$ cat src/rtl/progmem_arbiter.sv
// progmem_arbiter: shares one synchronous-read program memory among N_CORES fetch stages.
// Round-robin by default; define PROGMEM_ARB_FIXED_PRIO_EN for lowest-index fixed priority.
`ifndef INST_ADDR_W
`define INST_ADDR_W 16
`endif
`ifndef INST_W
`define INST_W 32
`endif

module progmem_arbiter #(
  parameter int unsigned N_CORES = 4
) (
  input  logic                            clk,
  input  logic                            rst,
  input  logic [N_CORES-1:0]              req,
  input  logic [N_CORES*`INST_ADDR_W-1:0] req_addr,
  input  logic [N_CORES-1:0]              cancel,
  output logic [N_CORES-1:0]              rsp_valid,
  output logic [`INST_W-1:0]              rsp_data,
  output logic [N_CORES-1:0]              stall,
  output logic                            mem_en,
  output logic [`INST_ADDR_W-1:0]         mem_addr,
  input  logic [`INST_W-1:0]              mem_data
);

  localparam int unsigned IDW = $clog2(N_CORES);
  localparam int unsigned AW  = `INST_ADDR_W;

  logic                 inflight_v_q, inflight_v_d;
  logic [IDW-1:0]       inflight_id_q, inflight_id_d;
  logic [N_CORES-1:0]   inflight_mask;
  logic [N_CORES-1:0]   eligible;
  logic                 grant_v;
  logic [IDW-1:0]       grant_id;
  logic [AW-1:0]        addr_arr [N_CORES];

  for (genvar i = 0; i < N_CORES; i++) begin : g_core
    assign addr_arr[i]      = req_addr[i*AW +: AW];
    assign inflight_mask[i] = inflight_v_q && (inflight_id_q == IDW'(i));
    // Reset also swallows the response of an access caught in flight.
    assign rsp_valid[i]     = inflight_mask[i] && !cancel[i] && !rst;
  end

  // No grant while reset is asserted.
  assign eligible = req & ~cancel & ~inflight_mask & {N_CORES{~rst}};
  assign stall    = req & ~rsp_valid;
  assign rsp_data = mem_data;
  assign mem_en   = grant_v;
  assign mem_addr = grant_v ? addr_arr[grant_id] : '0;

`ifdef PROGMEM_ARB_FIXED_PRIO_EN
  always_comb begin
    grant_v  = 1'b0;
    grant_id = '0;
    for (int unsigned i = 0; i < N_CORES; i++) begin
      if (!grant_v && eligible[IDW'(i)]) begin
        grant_v  = 1'b1;
        grant_id = IDW'(i);
      end
    end
  end
`else
  logic [IDW-1:0] rr_ptr_q, rr_ptr_d;
  logic [IDW-1:0] idx;

  always_comb begin
    grant_v  = 1'b0;
    grant_id = '0;
    idx      = '0;
    for (int unsigned off = 0; off < N_CORES; off++) begin
      idx = IDW'((32'(rr_ptr_q) + off) % N_CORES);
      if (!grant_v && eligible[idx]) begin
        grant_v  = 1'b1;
        grant_id = idx;
      end
    end
  end

  always_comb begin
    rr_ptr_d = rr_ptr_q;
    if (grant_v) begin
      rr_ptr_d = (grant_id == IDW'(N_CORES - 1)) ? '0 : grant_id + 1'b1;
    end
  end

  always_ff @(posedge clk) begin
    if (rst) begin
      rr_ptr_q <= '0;
    end else begin
      rr_ptr_q <= rr_ptr_d;
    end
  end
`endif

  always_comb begin
    inflight_v_d  = grant_v;
    inflight_id_d = grant_v ? grant_id : inflight_id_q;
  end

  always_ff @(posedge clk) begin
    if (rst) begin
      inflight_v_q  <= 1'b0;
      inflight_id_q <= '0;
    end else begin
      inflight_v_q  <= inflight_v_d;
      inflight_id_q <= inflight_id_d;
    end
  end

endmodule

$ cat config.mk
export PLATFORM = sky130hd
export DESIGN_NAME = progmem_arbiter
export DESIGN_NICKNAME = d
export VERILOG_FILES = /design/src/rtl/progmem_arbiter.sv
export SDC_FILE = /design/constraint.sdc
export NUM_CORES = 1
export LEC_CHECK = 0
export BUFFER_PORTS_ARGS = -buffer_cell sky130_fd_sc_hd__buf_2
export CAP_MARGIN = 20
export CELL_PAD_IN_SITES_DETAIL_PLACEMENT = 0
export CELL_PAD_IN_SITES_GLOBAL_PLACEMENT = 1
export CORE_UTILIZATION = 20
export CTS_CLUSTER_DIAMETER = 30
export DETAILED_ROUTE_END_ITERATION = 10
export PLACE_DENSITY_LB_ADDON = 0.12
export SLEW_MARGIN = 20
export SYNTH_ARGS = -nofsm -noshare
export SYNTH_HDL_FRONTEND = slang
export SYNTH_SLANG_ARGS = --single-unit
$ cat constraint.sdc
create_clock -name clk -period 3.5 [get_ports clk]
set_input_delay 0 -clock clk [delete_from_list [all_inputs] [get_ports clk]]
set_output_delay 0 -clock clk [all_outputs]
set_load 0.1 [all_outputs]
Word level (Yosys, flattened, before mapping). Cells that the tools add are included.

Register bits: 5. Output and inout bits: 57.

Add/sub/neg operators: 4. $lt $le $gt $ge: 5. Equality and inequality tests: 4. Multiplexer cells: 21. Bitwise gates (word level): 9. Reduce and logical (&&, ||, !) cells: 24.

Operators by type and width (number): $mux W16 (3); $bmux W16 S2 (1); $and A4 B4 Y4 (4); $logic_and A1 B1 Y1 (15); $lt A2 B3 Y1 const B (4); $not A4 Y4 (3); $mux W2 (5); $bmux W1 S2 (4); $logic_not A1 Y1 (8); $mux W1 (8); $eq A2 B2 Y1 const B (3); $add A2 B1 Y2 const B (2); $add A2 B2 Y2 const B (2); $ge A3 B3 Y1 const B (1); $not A2 Y3 (1); $eq A2 B1 Y1 const B (1); $logic_not A2 Y1 (1); $not A1 Y1 (1).

Logic depth before layout (Yosys ltp).
Depth after elaboration: 22. Depth in mapped cells: 11. Mapped depth without buffers: 8.

Least setup slack after synthesis. OpenSTA, ideal clock, no wires.

Kind: register -> output. From: reg inflight_v_q. To: out stall[3]. Arrival time: 4.173 ns. Data required time: 3.500 ns. Path slack: -0.673 ns. Stages on the path, launching flop included: 5. Path through: dfxtp_1 nor2b_1 nand2_1 nor3b_1 nor2b_1.

Longest elaborated chain between the ends: 5.

Ends and longest elaborated chain: start: declaration (line 29) `logic inflight_v_q, inflight_v_d;`; start signal: assignment (line 105) `inflight_v_q <= inflight_v_d;`; $logic_and A1 B1 Y1 (line 39) `assign inflight_mask[i] = inflight_v_q && (inflight_id_q == IDW'(i));`; $logic_and A1 B1 Y1 (2 in a row) (line 41) `assign rsp_valid[i] = inflight_mask[i] && !cancel[i] && !rst;`; net rsp_valid[3] (line 18) `output logic [N_CORES-1:0] rsp_valid,`; $not A4 Y4 (line 46) `assign stall = req & ~rsp_valid;`; $and A4 B4 Y4 (line 46); end: declaration (line 20) `output logic [N_CORES-1:0] stall,`.

The timed path passes the listed nets, and every way through them passes these cells.

Worst setup path in the final report.
From: reg inflight_id_q[1]. To: out mem_addr[2].

Longest elaborated chain between the ends: 22. Elaborated cells on any way between the ends: 38. Those cells by class: eq/ne (3); mux (20); bitwise (4); reduce/logical (11).

Ends and longest elaborated chain: start: declaration (line 30) `logic [IDW-1:0] inflight_id_q, inflight_id_d;`; start signal: assignment (line 106) `inflight_id_q <= inflight_id_d;`; $eq A2 B1 Y1 (tied with other cells) (line 39); $logic_and A1 B1 Y1 (line 39); $not A4 Y4 * (line 45) `assign eligible = req & ~cancel & ~inflight_mask & {N_CORES{~rst}};`; $and A4 B4 Y4 * (2 in a row) (line 45); $bmux W1 S2 (line 72) `if (!grant_v && eligible[idx]) begin`; $mux W1 (not written as such) (line 72); $mux W1 (line 72); $logic_not A1 Y1 (line 72); [... 4 more ...]; $mux W1 (line 72); $logic_not A1 Y1 (line 72); $logic_and A1 B1 Y1 (line 72); $mux W2 (line 72); $not A2 Y3 (not written as such) (line 49) `assign mem_addr = grant_v ? addr_arr[grant_id] : '0;`; $bmux W16 S2 (line 49); $mux W16 (not written as such) (2 in a row) (line 49); $mux W16 * (line 49); end: declaration (line 22) `` output logic [`INST_ADDR_W-1:0] mem_addr, ``.

Every way passes the cells marked *; elsewhere a longest branch is shown, timed or not. The select of a mux whose other input is x is not followed.

==> reports/qor.txt <==
Final ANT Viol Nets - 0
post-synthesis sequential area ratio - 0.0850
DIE HEIGHT - 78.7 um
Total Negative Setup Slacks - 0 ns
overall track demand over capacity in global routing - 0.117
1st-pass router iterations - 4
number of antenna violations at the first check in global routing - 0
area enclosed by the die boundary - 6200 um2
sum of routed wire length over all layers - 3920 um
peak supply drop - 0.000147 V
Final Hold Slack - 0.0000361 ns
final critical-path share of the clock period - 0.830
Hold Vio Cnt, Final - 0
cell type with the highest aggregate area in the netlist - mux2i_1
top post-synthesis cells by area - mux2i_1 25%, buf_4 21%, dfxtp_1 8.5%
routed wl met3 - 553 um
timing-limited maximum frequency - 0.344 GHz
sinks on the clock net - 5
routed vias/inst - 4.51
Netlist cell types - 34
net count after synthesis - 260
number of hold buffers added after CTS - 0
area share of the leading cell type in the synthesized netlist - 0.247
Max Root-Sink Buffers - 2
total net switching power - 0.349 mW
layout-stage area growth over the synthesis result - 32.6%
vias in the first global route - 1266
fraction of final layout cells sized beyond drive strength 1 - 0.530
Leak Pwr - 0.902 nW
crit path max fanout - 17
first-pass GRT wire length - 5780 um
core footprint - 5570 um2
clock network fraction of total power - 0.178
crit path capture type - primary output
die span in x - 78.7 um
clock transition at the registers of the reported paths - 0.04 ns
shortest period the worst path allows - 2.90 ns
final critical-path setup slack - 0.597 ns
path type of the worst min-delay path - in2out
Post-synth ARST share - 0
Yosys warning total - 0
utilization of the core after routing - 0.280
TritonCTS clock tree - yes
internal power consumption - 0.249 mW
iteration-0 DRC count of the detailed router - 30
buffers inserted during post-CTS setup optimization - 0
final routed wire length divided by cell count - 13.7 um
wire length on met2 - 1890 um
post-DP HPWL - 3380 um
switching fraction of total power - 0.584
type of origin of the critical path - register
Num CTS Buffers - 3
IO Port Bufs - 98
number of nets in the layout - 323
wl on met1 - 1480 um
Worst-Margin Slew - 0.493 ns
Final Skew - 0.000662 ns
number of vias after detailed routing - 1293
required arrival time at the worst endpoint - 3.50 ns
final routed DRC violation total - 0
# setup viols final - 0
most common flop cell mapped by yosys - dfxtp_1
count of inserted antenna diode cells - 0
status - finished, final reports clean
total of max-cap violations - 0
type of the setup path with the least slack - reg2out
max-slew violation total from the final report - 0
routability congestion estimate - 0.729
Comb pwr share - 0.703
H-tree depth reported by CTS - 1
number of I/O pins - 163
number of flops mapped to enable cells by yosys - 0
number of storage elements in the synthesis netlist - 5
Std-Cell Rows - 27
data arrival at the endpoint of the critical path - 2.90 ns
most common cell after layout, fill and taps aside - buf_2
Initial Util - 0.211
average size of a mapped cell - 7.70 um2
buffer cell driving the clock tree root - clkbuf_8
overflow left after global routing - 0
summed instance area of the synthesized netlist - 1180 um2
count of placed standard cells including taps - 283
post_cts resized - 0
Placement Setup Slack - 0.838 ns
pin count of the biggest net entering global routing - 25
non-filler instance count after layout - 287
uppermost metal layer occupied by signal nets - met3
Pwr per Cell Area - 383 nW/um2
Gate Count Post-Synth - 153
Relative slew margins - 0.674
setup repair after global routing missed its margin - no
leading cell types in the layout, fill and taps excluded - 98 x buf_2, 29 x mux2i_1, 13 x o22ai_1, 8 x nor2_1, 6 x nand2_1
fraction of power consumed by sequential logic - 0.118
worst skew pair latency - 0.22 ns
per-stage QoR:
step,cell area [um2],power [mW]
after global routing,1560,0.626
after CTS,1560,0.605
final,1560,0.598
after global placement,1520,0.499
after detailed placement,1520,0.495
after floorplan,1210,0.580
layer usage:
layer / up-vias / track usage
li1: 649 / -
met1: 554 / 0.126
met4: 0 / 0.0352
met2: 90 / 0.199
met3: 0 / 0.0586
met5: - / 0
synth_stat cells, types with 2 or more instances:
| cell | instances |
|---|---|
| a211oi_1 | 3 |
| a21o_1 | 2 |
| a21oi_1 | 5 |
| a221oi_1 | 3 |
| and2_1 | 4 |
| and3_1 | 2 |
| buf_2 | 6 |
| buf_4 | 33 |
| buf_6 | 2 |
| dfxtp_1 | 5 |
| inv_1 | 4 |
| mux2i_1 | 29 |
| nand2_1 | 6 |
| nand3_1 | 3 |
| nor2_1 | 8 |
| nor2b_1 | 5 |
| nor3_1 | 3 |
| o211ai_1 | 2 |
| o22ai_1 | 13 |
worst paths after layout:
kind	from	endpoint	slack, ns	cells after the start
min	mem_data[31]	rsp_data[31]	0.00004	0
max	inflight_id_q[1]	mem_addr[2]	0.60	8
max reg2reg	inflight_id_q[0]	rr_ptr_q[0]	1.11	8
min reg2reg	rr_ptr_q[0]	rr_ptr_q[0]	0.53	2
flip-flops by register name, summed over array words and instances (netlist names):
| register | flops |
|---|---|
| inflight_v_q | 1 |
| inflight_id_q | 2 |
| rr_ptr_q | 2 |
area by class of cell:
cell class	count	area, um2
clock buffers	4	45.0
fillers	634	4010
inverters	5	31.3
multi-input cells	101	777
flip-flops and latches	5	100
well taps	72	90.1
repair buffers	100	518
kinds of logic after synthesis:
family / after synthesis / share of synthesized area
buffers and inverters: 47 / 0.285
AND/OR/NAND/NOR: 37 / 0.172
AO/OA/AOI/OAI: 34 / 0.201
multiplexers: 29 / 0.247
flip-flops: 5 / 0.0850
adder cells (fa/ha/maj): 1 / 0.0106
worst max-delay path, cell delays in order, from the launching register on:
cell	delay [ns]
dfxtp_1	0.47
or3b_4	0.21
nand4b_1	0.15
a21oi_1	0.18
a311o_1	0.31
buf_4	0.29
nand2_1	0.31
o22ai_1	0.30
buf_2	0.46
power by group through the flow:
stage | sequential (mW) | clock [mW] | combinational, mW
final | 0.0707 | 0.107 | 0.421
after CTS | 0.0708 | 0.109 | 0.425
after global placement | 0.0722 | 0 | 0.427
after floorplan | 0.0680 | 0 | 0.512
after global routing | 0.0719 | 0.110 | 0.443
after detailed placement | 0.0716 | 0 | 0.424
(Power assumes the default switching activity.)
